`src/rtl/car_types_pkg.sv`:
```
// car_types_pkg: shared lane types and intersection controller states
package car_types_pkg;
  typedef logic [7:0] car_counter_t;
  typedef enum logic [1:0] {RED, YELLOW, GREEN} strafic_light_t;
  typedef enum logic [1:0] {IDLE, GREEN_PH, YELLOW_PH, ALLRED_PH} ctrl_state_t;
endpackage

```
`src/rtl/intersection_ctrl_if.sv`:
```
// intersection_ctrl_if: lane counts in, lights/observation out; INTERSECTION_PREEMPT_EN adds preemption inputs
interface intersection_ctrl_if #(parameter int NUM_LANES = 4);
  import car_types_pkg::*;
  car_counter_t car_counter [NUM_LANES];
  strafic_light_t strafic_light [NUM_LANES];
  logic [$clog2(NUM_LANES)-1:0] active_lane;
  ctrl_state_t phase_state;
`ifdef INTERSECTION_PREEMPT_EN
  logic preempt_req;
  logic [$clog2(NUM_LANES)-1:0] preempt_lane;
  modport master (input car_counter, preempt_req, preempt_lane, output strafic_light, active_lane, phase_state);
  modport slave (output car_counter, preempt_req, preempt_lane, input strafic_light, active_lane, phase_state);
`else
  modport master (input car_counter, output strafic_light, active_lane, phase_state);
  modport slave (output car_counter, input strafic_light, active_lane, phase_state);
`endif
endinterface

```
`src/rtl/intersection_ctrl_rr_arbiter.sv`:
```
// rr_arbiter: first requesting lane at or after ptr, scanning upward with wrap
module rr_arbiter #(parameter int NUM_LANES = 4) (
  input  logic [NUM_LANES-1:0]         req,
  input  logic [$clog2(NUM_LANES)-1:0] ptr,
  output logic [$clog2(NUM_LANES)-1:0] grant,
  output logic                         valid
);
  localparam int LW = $clog2(NUM_LANES);
  // scan from the far end so the lane closest to ptr is written last and wins
  always_comb begin
    grant = '0;
    valid = 1'b0;
    for (int i = NUM_LANES - 1; i >= 0; i--) begin
      if (req[(int'(ptr) + i) % NUM_LANES]) begin
        grant = LW'((int'(ptr) + i) % NUM_LANES);
        valid = 1'b1;
      end
    end
  end
endmodule

```
`src/rtl/intersection_ctrl.sv`:
```
// intersection_ctrl: round-robin GREEN/YELLOW/ALL_RED sequencing of lane lights; INTERSECTION_PREEMPT_EN enables emergency preemption
module intersection_ctrl
  import car_types_pkg::*;
#(
  parameter int NUM_LANES     = 4,
  parameter int MIN_GREEN     = 8,
  parameter int MAX_GREEN     = 32,
  parameter int YELLOW_CYCLES = 4,
  parameter int ALLRED_CYCLES = 2
) (
  input logic clk,
  input logic rst_n,
  intersection_ctrl_if.master bus
);
  localparam int LW = $clog2(NUM_LANES);
  localparam int TW = $clog2(MAX_GREEN + 1);
  localparam logic [LW-1:0] LAST = LW'(NUM_LANES - 1);
  ctrl_state_t state;
  strafic_light_t light [NUM_LANES];
  logic [TW-1:0] timer;
  logic [LW-1:0] active, ptr, nxt_ptr, arb_ptr, arb_lane, grant_lane, pre_lane;
  logic [NUM_LANES-1:0] req, act_mask;
  logic arb_valid, grant_valid, others, pre, go_yellow;
  for (genvar i = 0; i < NUM_LANES; i++) begin : g_lane
    assign req[i] = bus.car_counter[i] != '0;
    assign bus.strafic_light[i] = light[i];
  end
`ifdef INTERSECTION_PREEMPT_EN
  assign pre = bus.preempt_req;
  assign pre_lane = bus.preempt_lane;
`else
  assign pre = 1'b0;
  assign pre_lane = '0;
`endif
  assign bus.active_lane = active;
  assign bus.phase_state = state;
  assign act_mask = NUM_LANES'(1) << active;
  assign others = |(req & ~act_mask);
  assign nxt_ptr = active == LAST ? '0 : active + 1'b1;
  // on ALL_RED exit the scan must already start after the lane just served
  assign arb_ptr = state == IDLE ? ptr : nxt_ptr;
  assign grant_valid = pre | arb_valid;
  assign grant_lane = pre ? pre_lane : arb_lane;
  assign go_yellow = pre ? active != pre_lane
                         : others && (timer >= TW'(MAX_GREEN - 1) ||
                                      (timer >= TW'(MIN_GREEN - 1) && !req[active]));
  rr_arbiter #(.NUM_LANES(NUM_LANES)) u_arb (
    .req   (req),
    .ptr   (arb_ptr),
    .grant (arb_lane),
    .valid (arb_valid)
  );
  // phase FSM with timer and registered light decode
  always_ff @(posedge clk or negedge rst_n) begin
    if (!rst_n) begin
      state  <= IDLE;
      timer  <= '0;
      ptr    <= '0;
      active <= '0;
      for (int i = 0; i < NUM_LANES; i++) light[i] <= RED;
    end else begin
      case (state)
        IDLE: if (grant_valid) begin
          state  <= GREEN_PH;
          active <= grant_lane;
          timer  <= '0;
          for (int i = 0; i < NUM_LANES; i++) light[i] <= i == int'(grant_lane) ? GREEN : RED;
        end
        GREEN_PH: if (go_yellow) begin
          state         <= YELLOW_PH;
          timer         <= '0;
          light[active] <= YELLOW;
        end else begin
          timer <= pre ? '0 : (timer == TW'(MAX_GREEN) ? timer : timer + 1'b1);
        end
        YELLOW_PH: if (timer == TW'(YELLOW_CYCLES - 1)) begin
          state         <= ALLRED_PH;
          timer         <= '0;
          light[active] <= RED;
        end else begin
          timer <= timer + 1'b1;
        end
        default: if (timer == TW'(ALLRED_CYCLES - 1)) begin
          ptr   <= nxt_ptr;
          timer <= '0;
          state <= grant_valid ? GREEN_PH : IDLE;
          if (grant_valid) begin
            active <= grant_lane;
            for (int i = 0; i < NUM_LANES; i++) light[i] <= i == int'(grant_lane) ? GREEN : RED;
          end
        end else begin
          timer <= timer + 1'b1;
        end
      endcase
    end
  end
endmodule

```
`src/flat_wrapper.sv`:
```
// flat-port wrapper written by rule: the top's interface ports become plain ports
module intersection_ctrl_flat import car_types_pkg::*;
#(
  parameter int NUM_LANES     = 4,
  parameter int MIN_GREEN     = 8,
  parameter int MAX_GREEN     = 32,
  parameter int YELLOW_CYCLES = 4,
  parameter int ALLRED_CYCLES = 2
)
  (clk, rst_n, bus_car_counter, bus_strafic_light, bus_active_lane, bus_phase_state);
  intersection_ctrl_if #(.NUM_LANES(NUM_LANES)) bus_i ();
  input logic clk;
  input logic rst_n;
  input wire logic [$bits(bus_i.car_counter)-1:0] bus_car_counter;
  output wire logic [$bits(bus_i.strafic_light)-1:0] bus_strafic_light;
  output wire logic [$bits(bus_i.active_lane)-1:0] bus_active_lane;
  output wire logic [$bits(bus_i.phase_state)-1:0] bus_phase_state;
  assign bus_i.car_counter = {>>{bus_car_counter}};
  assign bus_strafic_light = {>>{bus_i.strafic_light}};
  assign bus_active_lane = bus_i.active_lane;
  assign bus_phase_state = bus_i.phase_state;
  intersection_ctrl #(.NUM_LANES(NUM_LANES), .MIN_GREEN(MIN_GREEN), .MAX_GREEN(MAX_GREEN), .YELLOW_CYCLES(YELLOW_CYCLES), .ALLRED_CYCLES(ALLRED_CYCLES)) u_core (.clk(clk), .rst_n(rst_n), .bus(bus_i));
endmodule
```
`config.mk`:
```
export PLATFORM = sky130hd
export DESIGN_NAME = intersection_ctrl_flat
export DESIGN_NICKNAME = d
export VERILOG_FILES = /design/src/rtl/car_types_pkg.sv /design/src/rtl/intersection_ctrl_if.sv /design/src/rtl/intersection_ctrl_rr_arbiter.sv /design/src/rtl/intersection_ctrl.sv /design/src/flat_wrapper.sv
export SDC_FILE = /design/constraint.sdc
export NUM_CORES = 1
export LEC_CHECK = 0
export CORE_MARGIN = 3
export CORE_UTILIZATION = 44
export DETAILED_ROUTE_END_ITERATION = 8
export PLACE_DENSITY = 0.8
export SETUP_SLACK_MARGIN = 0.05
export SLEW_MARGIN = 20
export SYNTH_ARGS = -nofsm -noshare
export SYNTH_HDL_FRONTEND = slang
export SYNTH_SLANG_ARGS = --single-unit
```
`constraint.sdc`:
```
create_clock -name clk -period 2.1 [get_ports clk]
set_input_delay 0.315 -clock clk [delete_from_list [all_inputs] [get_ports clk]]
set_output_delay 0.315 -clock clk [all_outputs]
set_load 0.01 [all_outputs]
```
==> impl_metrics.tcl, run 1 <==
set metrics [dict create \
    synth_top_cells_by_area "dfrtp_1, ha_1, nor4_2" \
    clkPwrFrac_pct 6.7 \
    final_antenna_net_count 0 \
    h-tree-depth 1 \
    grt_pass1_wl_um 11300 \
    vias_per_cell 7.02 \
    grt_pass1_vias 2206 \
    cts.clk_slew.worst_paths_ns 0.09 \
    crit_path_max_incr_delay_ns 0.44 \
    slew_headroom_pct 65.4 \
    portBuffers 45 \
    ctsHoldBuffers 0 \
    period_minus_slack_ns 2.42 \
    sw_frac_of_total_pct 51.0 \
    io_pins 46 \
    outcome "finished with violations" \
    vias 2437 \
    async_flop_share_pct 100 \
    gr-usage-met2_pct 59.4 \
    maxSlewViolCount 0 \
    first_pass_iters 5 \
    wl_per_cell_um 27.0 \
    use_met1_pct 38.7 \
    synth_seq_cells 20 \
    routabilityCongestion 0.868 \
    period_share_pct 115 \
    hold_violations 0 \
    nets 347 \
    drt-initial-drc-count 440 \
    seq_area_frac_synth_pct 29.9 \
    worst_pin_slew_ns 0.517 \
    drive_gt1_share_pct 46.8 \
    dp_hpwl_um 4180 \
    critPathMaxFanout 6 \
    p_switching_uw 2370 \
    p_seq_share_pct 15.0 \
    p_int_uw 2280 \
    violations "setup timing" \
    layout_setup_ws_ns -0.319 \
    leakage_uw 0.00139 \
    worst_path_max_delay_cell "dfrtp_1" \
    busiest_layer "met2" \
    final_cells 347 \
    track_usage_pct 33.3 \
    chipHeight_um 67.6 \
    synth_area_leader_cell "dfrtp_1" \
    dp.cells 319 \
    synth_nets 231 \
    antenna_found_initial 0 \
    fill_cells 157 \
    cp.required_ns 2.26 \
    hold_path_class "primary input to asynchronous set/reset pin" \
    clk_path_buf_depth 2 \
    path_class "flip-flop to flip-flop" \
    setup_viol 13 \
    grt-ovfl-total 0 \
    synth_ff_type "dfrtp_1" \
    power_uw 4650 \
    use_met3_pct 5.16 \
    drc 0 \
    area_delta_synth_final_pct 86.6 \
    drt-total-wl_um 9360 \
    ys_types 42 \
    synth_top_area_share_pct 29.9 \
    final.setup.tns_ns -1.55 \
    start_util_pct 47.8 \
    pwr_density_cell_nw_per_um2 1490 \
    comb_power_share_pct 78.3 \
    synth.avg_cell_area_sq_um 8.99 \
    rows 21 \
    core_sq_um 3490 \
    cts_buffers 3 \
    cts_tree "done" \
    n_antenna_cell 0 \
    crit_path_start_kind "flip-flop" \
    ir_worst_vdd_mv 1.14 \
    fmax_mhz 413 \
    post-route-util_pct 89.3 \
    synth_edf_count 0 \
    fin_worst_skew_ns 0.0121 \
    grt_max_degree 21 \
    crit_arrival_ns 2.58 \
    rsz0062_at_grt "yes" \
    clockRootBuffer "clkbuf_8" \
    dieArea_sq_um 4570 \
    clock-sinks 20 \
    syn_inst 186 \
    chipWidth_um 67.6 \
    clk_latency_ns 0.27 \
    max_cap_viol_count 0 \
    yosysWarningCount 0 \
    cp_cell_sequence "inv_1 -> ha_4 -> mux2i_1 -> buf_4 -> nor2b_1 -> a31oi_1 -> o211ai_1 -> o41ai_2" \
    crit_path_end_kind "flip-flop" \
    syn_area_sq_um 1670 \
]
-- synth_stat cells, types with 2 or more instances --
master / count
nor4_2: 7
o211a_1: 4
o311ai_0: 3
ha_1: 11
nor4_4: 2
a21oi_1: 7
nor4_1: 6
nand3_1: 9
o32ai_1: 2
o41ai_1: 10
nand2_1: 21
nor2_1: 5
a211o_1: 4
dfrtp_1: 20
nor3_1: 8
and2_1: 4
o31ai_1: 4
buf_2: 2
o21ai_0: 8
mux2i_1: 2
a31oi_1: 4
or3_1: 3
nor2b_1: 3
o211ai_1: 3
nand4_1: 3
clkbuf_1: 5
mux2_2: 2
inv_1: 10
-- layout by cell type (no fill, tap or decap), drive strengths merged, types with 9 or more instances in the layout --
cell           Yosys  layout
buf                3      74
dlygate4sd2        0      22
nand2             21      21
dfrtp             20      20
clkdlybuf4s50      0      15
nor4              15      15
ha                11      11
inv               10      10
o41ai             10      10
nand3              9       9
clkbuf             5       9
o21ai              9       9
-- repair_timing --
action	CTS	global route
buffers inserted	17	7
pin swaps	28	17
gates resized for setup	73	48
endpoints found under the setup margin	18	18
gates cloned	0	1
-- state kept, by name, summed over array words and instances, names as in the netlist --
register	cells
u_core.bus.strafic_light	8
u_core.timer	6
u_core.bus.active_lane	2
u_core.bus.phase_state	2
u_core.ptr	2
-- final cells by class --
cell class | count | area (sq um) | share of cell area (%)
inverter | 11 | 43.8 | 1.40
sequential | 20 | 503 | 16.1
tap | 46 | 57.6 | 1.85
timing repair buffer | 119 | 980 | 31.4
multi-input combinational | 147 | 1480 | 47.5
clock buffer | 4 | 55.1 | 1.76
-- worst max-delay path, delay by kind of cell (launching register included) --
kind                     cells  cell delay, ns
AO/OA/AOI/OAI                3            0.96
buffers and inverters        2            0.34
flip-flops                   1            0.44
adder cells (fa/ha/maj)      1            0.23
multiplexers                 1            0.24
AND/OR/NAND/NOR              1            0.08
-- metal layers --
metal | wire length, um | vias to the layer above | part of all wire [%]
met4 | 819 | 0 | 8.7
met1 | 3030 | 1126 | 32
met5 | 0 | - | 0
li1 | - | 958 | -
met2 | 4440 | 256 | 47
met3 | 1070 | 97 | 11
-- power groups by stage --
stage                     Combinational [uW]  Clock (uW)  Sequential (uW)
after detailed placement                2270           0              643
final                                   3640         312              697
after global placement                  2200           0              639
after global routing                    3760         326              708
after floorplan                         1170           0              676
after CTS                               2780         312              646
-- cell families after synthesis --
| group | share of synthesized area (%) |
|---|---|
| flip-flops | 29.9 |
| multiplexers | 2.54 |
| AO/OA/AOI/OAI | 26.3 |
| AND/OR/NAND/NOR | 28.1 |
| buffers and inverters | 4.87 |
| adder cells (fa/ha/maj) | 8.23 |
-- path summary, 6_finish.rpt --
kind	slack, ns	start	depth (start not counted)	to
max in group asynchronous	1.46	rst_n	2	u_core.bus.active_lane[0]
min in group clk	0.55	u_core.ptr[1]	1	u_core.ptr[1]
worst min-delay path	0.38	rst_n	2	u_core.timer[5]
worst min register to register	0.55	u_core.ptr[1]	1	u_core.ptr[1]
worst max register to register	-0.32	u_core.bus.phase_state[0]	8	u_core.bus.strafic_light[1]
worst max-delay path	-0.32	u_core.bus.phase_state[0]	8	u_core.bus.strafic_light[1]
-- stage by stage --
stage | cell area [sq um] | setup WS [ns] | hold WS (ns)
global route | 3120 | -0.333 | 0.403
CTS | 2900 | 0.0526 | 0.395
floorplan | 1670 | 0.0417 | 0.0194
finish | 3120 | -0.319 | 0.382
detailed placement | 2520 | -0.556 | 0.487
global placement | 2520 | -0.428 | 0.462
(Power assumes the default switching activity.)
==> run 2, diff against run 1 <==
Settings changed: CORE_MARGIN 3 to 5, PLACE_DENSITY 0.8 to not set, PLACE_DENSITY_LB_ADDON set to 0.08.
==> run 2 against run 1 <==
Compared with the run above: the flow now finishes without violations; sequential share of layout area grew 0.066 points; flip-flop and latch count unchanged; core utilization down 4.2 points; routed wire length down 21%; critical path type unchanged; critical endpoint is now u_core.bus.strafic_light[7]; largest cell class unchanged.
==> impl_metrics.tcl, run 2 (synthesis results as in run 1) <==
set metrics [dict create \
    maxSlewViolCount 0 \
    worst_pin_slew_ns 0.433 \
    clk_path_buf_depth 2 \
    final_antenna_net_count 0 \
    antenna_found_initial 0 \
    layout_setup_ws_ns 0.00116 \
    ctsHoldBuffers 0 \
    first_pass_iters 5 \
    worst_path_max_delay_cell "dfrtp_2" \
    pwr_density_cell_nw_per_um2 1410 \
    cts.clk_slew.worst_paths_ns 0.09 \
    clock-sinks 20 \
    critPathMaxFanout 6 \
    leakage_uw 0.00141 \
    grt-ovfl-total 0 \
    crit_path_end_kind "flip-flop" \
    fmax_mhz 476 \
    crit_buf_inv 3 \
    start_util_pct 45.7 \
    critPathMostFrequentCell "o41ai_2" \
    cts_tree "done" \
    portBuffers 45 \
    nets 339 \
    crit_family "compound AO/OA/AOI/OAI gates" \
    routabilityCongestion 0.906 \
    slew_headroom_pct 71.1 \
    io_pins 46 \
    period_share_pct 99.9 \
    cp_cell_sequence "buf_4 -> ha_4 -> a21oi_2 -> or2_1 -> o31ai_4 -> buf_6 -> buf_12 -> o41ai_2 -> o41ai_2" \
    outcome "finished clean" \
    track_usage_pct 22.8 \
    drt-total-wl_um 7370 \
    power_uw 4390 \
    layout_commonest_cell "buf_4" \
    drc 0 \
    vias 2184 \
    wl_per_cell_um 21.6 \
    ir_worst_vdd_mv 0.984 \
    path_class "flip-flop to flip-flop" \
    cp.required_ns 2.24 \
    area_delta_synth_final_pct 86.3 \
    final.setup.tns_ns 0 \
    dieArea_sq_um 5130 \
    max_cap_viol_count 0 \
    rsz0062_at_grt "yes" \
    core_sq_um 3660 \
    hold_violations 0 \
    dp_slack_ns -0.537 \
    cts_buffers 3 \
    clockRootBuffer "clkbuf_8" \
    setup_viol 0 \
    crit_path_start_kind "flip-flop" \
    clk_latency_ns 0.27 \
    final_cell_mix "buf_4, nand2_1, dlygate4sd2_1" \
    chipHeight_um 71.6 \
    crit_path_max_incr_delay_ns 0.46 \
    hold_path_class "primary input to asynchronous set/reset pin" \
    grt_max_degree 21 \
    crit_arrival_ns 2.24 \
    fin_worst_skew_ns 0.00405 \
    chipWidth_um 71.6 \
    vias_per_cell 6.40 \
    n_antenna_cell 0 \
    drive_gt1_share_pct 44.7 \
    dp_hpwl_um 4350 \
    largest_register_ffs 8 \
    drt-initial-drc-count 164 \
    hold-worst-slack_ns 0.384 \
    h-tree-depth 1 \
    rows 22 \
    grt_pass1_vias 2079 \
    period_minus_slack_ns 2.10 \
    grt_pass1_wl_um 9510 \
]
run 2: cell types whose count changed in the layout (fill, tap and decap cells not counted), sizes merged:
cell | before | now
buf | 74 | 66
bufinv | 0 | 1
clkbuf | 9 | 5
clkdlybuf4s50 | 15 | 14
dlygate4sd2 | 22 | 19
dlymetal6s2s | 1 | 8
run 2: final cells by class:
cell class / count / area [sq um]
Clock buffer: 3 / 41.3
Inverter: 11 / 43.8
Timing Repair Buffer: 111 / 983
Clock inverter: 1 / 30.0
Multi-Input combinational cell: 147 / 1450
Fill cell: 173 / 547
Tap cell: 48 / 60.1
Sequential cell: 20 / 504
run 2: metrics by stage:
step                      util [%]  area (sq um)  std cells
final                         85.1          3110        341
after global routing          85.1          3110        341
after CTS                     74.7          2740        326
after detailed placement      68.6          2510        320
after global placement        68.6          2510        320
after floorplan                  -          1670        186
run 2: what timing repair did:
action	CTS	global route
resized for setup	54	59
pin swaps	23	30
setup endpoints to repair	18	18
buffers inserted	3	15
run 2: final timing paths:
path | startpoint | endpoint | slack (ns) | cells past startpoint
max reg2reg | u_core.bus.active_lane[0] | u_core.bus.strafic_light[7] | 0.001 | 9
min | rst_n | u_core.timer[3] | 0.38 | 2
min reg2reg | u_core.bus.strafic_light[4] | u_core.bus.strafic_light[4] | 0.55 | 1
min in group clk | u_core.bus.strafic_light[4] | u_core.bus.strafic_light[4] | 0.55 | 1
max in group asynchronous | rst_n | u_core.bus.active_lane[1] | 1.48 | 2
max | u_core.bus.active_lane[0] | u_core.bus.strafic_light[7] | 0.001 | 9
run 2: worst register-to-register path, cell delays in order, from the launching register on:
cell,delay (ns)
dfrtp_2,0.46
buf_4,0.17
ha_4,0.17
a21oi_2,0.12
or2_1,0.17
o31ai_4,0.10
buf_6,0.16
buf_12,0.13
o41ai_2,0.37
o41ai_2,0.13
run 2: routing by layer:
metal	track usage (%)	share of wire, %	wire length (um)	up-vias
met2	40.1	51	3760	150
met1	27.5	38	2790	1056
li1	-	-	-	939
met4	8.98	4.6	336	0
met3	4.07	6.6	483	39
met5	0	0	0	-
run 2: power breakdown:
group / switching [uW] / leakage, uW / internal [uW] / total, uW
clock network: 152 / 0.0000357 / 255 / 407
registers: 154 / 0.000257 / 533 / 688
logic: 1760 / 0.00111 / 1530 / 3290
==> run 3, diff against run 2 <==
Settings changed: PLACE_DENSITY set to 0.83, PLACE_DENSITY_LB_ADDON 0.08 to not set, RECOVER_POWER set to 25.
==> run 3 against run 2 <==
Compared with the run above: the run now ends with setup timing left; global-route usage increased by 4.4 points; combinational power fell by 3%; register-to-register slack lost 0.08 ns.
==> impl_metrics.tcl, run 3 (synthesis results as in run 1) <==
set metrics [dict create \
    outcome "finished with violations" \
    violations "setup timing" \
    period_minus_slack_ns 2.18 \
    critPathMaxFanout 5 \
    fin_worst_skew_ns 0.00544 \
    io_pins 46 \
    cp_cell_sequence "ha_2 -> buf_4 -> nor3_2 -> a21oi_2 -> nor3_1 -> o21ai_1 -> and3_1 -> o41ai_2" \
    final_cell_mix "buf_4, dlygate4sd2_1, nand2_1" \
    routabilityCongestion 0.870 \
    final_antenna_net_count 0 \
    worst_path_max_delay_cell "dfrtp_2" \
    chipHeight_um 71.6 \
    startpoint "u_core.bus.active_lane[0]" \
    core_sq_um 3660 \
    drive_gt1_share_pct 45.6 \
    final_cells 343 \
    drc 0 \
    max_cap_viol_count 0 \
    endpoint "u_core.bus.strafic_light[7]" \
    maxSlewViolCount 0 \
    grt-ovfl-total 0 \
    slew_headroom_pct 24.9 \
    vias_per_cell 6.68 \
    path_class "flip-flop to flip-flop" \
    grt_max_degree 21 \
    grt_pass1_vias 2302 \
    timing.rr.end "u_core.bus.strafic_light[7]" \
    cts_tree "done" \
    portBuffers 45 \
    nets 340 \
    leakage_uw 0.00134 \
    worst-r2r-cell-count 8 \
    crit_path_max_incr_delay_ns 0.47 \
    drt-initial-drc-count 240 \
    dieArea_sq_um 5130 \
    track_usage_pct 27.3 \
    layout_commonest_cell "buf_4" \
    vias 2292 \
    largest_register_ffs 8 \
    crit_path_end_kind "flip-flop" \
    grt_pass1_wl_um 11200 \
    fill_cells 181 \
    clk_latency_ns 0.27 \
    cp.required_ns 2.27 \
    worstReg2RegStart "u_core.bus.active_lane[0]" \
    worst_pin_slew_ns 1.13 \
    drt-total-wl_um 8070 \
    wl_per_cell_um 23.5 \
    hold_violations 0 \
    period_share_pct 104 \
    cts.clk_slew.worst_paths_ns 0.08 \
    layout_setup_ws_ns -0.0751 \
    ir_worst_vdd_mv 1.03 \
    post-route-util_pct 83.8 \
    clk_path_buf_depth 2 \
    crit_arrival_ns 2.35 \
    antenna_found_initial 0 \
    setup_viol 8 \
    start_util_pct 45.7 \
    fmax_mhz 460 \
    area_delta_synth_final_pct 83.5 \
    rsz0062_at_grt "yes" \
    pwr_density_cell_nw_per_um2 1390 \
    clockRootBuffer "clkbuf_8" \
    hold_path_class "flip-flop to flip-flop" \
    dp.cells 320 \
    crit_path_start_kind "flip-flop" \
    cts_buffers 3 \
    rows 22 \
    h-tree-depth 1 \
    first_pass_iters 5 \
    rrSetupSlack_ns -0.08 \
    dp_hpwl_um 4410 \
    clock-sinks 20 \
    chipWidth_um 71.6 \
]
## run 3: cell count changes in the layout (fill, tap and decap cells not counted), sizes merged
cell	delta
clkdlybuf4s15	+2
clkdlybuf4s50	-2
diode	+1
clkbuf	+1
dlymetal6s2s	-5
dlygate4sd2	+4
dlygate4sd3	+1
## run 3: cell type report
cell class | instances | area, sq um | area share (%)
antenna | 1 | 2.50 | 0.0816
clock buffer | 3 | 41.3 | 1.35
clock inverter | 1 | 30.0 | 0.979
inverter | 11 | 43.8 | 1.43
multi-input combinational | 147 | 1440 | 47.1
sequential | 20 | 504 | 16.4
tap | 48 | 60.1 | 1.96
timing repair buffer | 112 | 941 | 30.7
## run 3: timing repair
action / CTS / global route
gates resized for setup: 68 / 48
endpoints found under the setup margin: 17 / 16
hold buffers: 0 / 0
buffers inserted: 7 / 13
pin swaps: 29 / 25
## run 3: worst min path at each step
stage | startpoint | to | slack (ns) | cells after the start
after floorplan | rst_n | u_core.bus.active_lane[0] | 0.02 | 0
after global placement | u_core.ptr[0] | u_core.ptr[0] | 0.46 | 2
after detailed placement | u_core.ptr[0] | u_core.ptr[0] | 0.48 | 2
after CTS | rst_n | u_core.timer[3] | 0.40 | 2
after global routing | u_core.ptr[0] | u_core.ptr[0] | 0.56 | 2
final | u_core.ptr[0] | u_core.ptr[0] | 0.53 | 2
## run 3: metal layers
layer  share of wire [%]  global-route usage (%)  wire [um]  vias up
li1                    -                       -          -      944
met1                  35                    28.4       2830     1101
met2                  51                    51.5       4130      192
met3                 8.1                    5.89        652       55
met4                 5.7                    12.3        459        0
met5                   0                       0          0        -
## run 3: report_power, final
part	internal (uW)	switching, uW
clock	255	145
sequential	528	155
combinational	1450	1750
total	2230	2050
## run 3: through the flow
stage               area, sq um  setup TNS (ns)  total power [uW]  worst slack [ns]  hold slack [ns]
global placement           2510           -6.20              2770            -0.465            0.464
finish                     3070          -0.372              4280           -0.0751            0.526
CTS                        2800               0              3690            0.0156            0.399
floorplan                  1670               0              1850            0.0417           0.0194
global route               3060           -1.10              4480            -0.152            0.556
detailed placement         2510           -6.60              2860            -0.494            0.479
## run 3: critical path: cells and delay by family, from the launching register on
family                     cells  cell delay, ns
and+or+nand+nor                3            0.66
adders and majority gates      1            0.23
DFF                            1            0.47
AOI/OAI and AO/OA              3            0.55
buffers and inverters          1            0.16
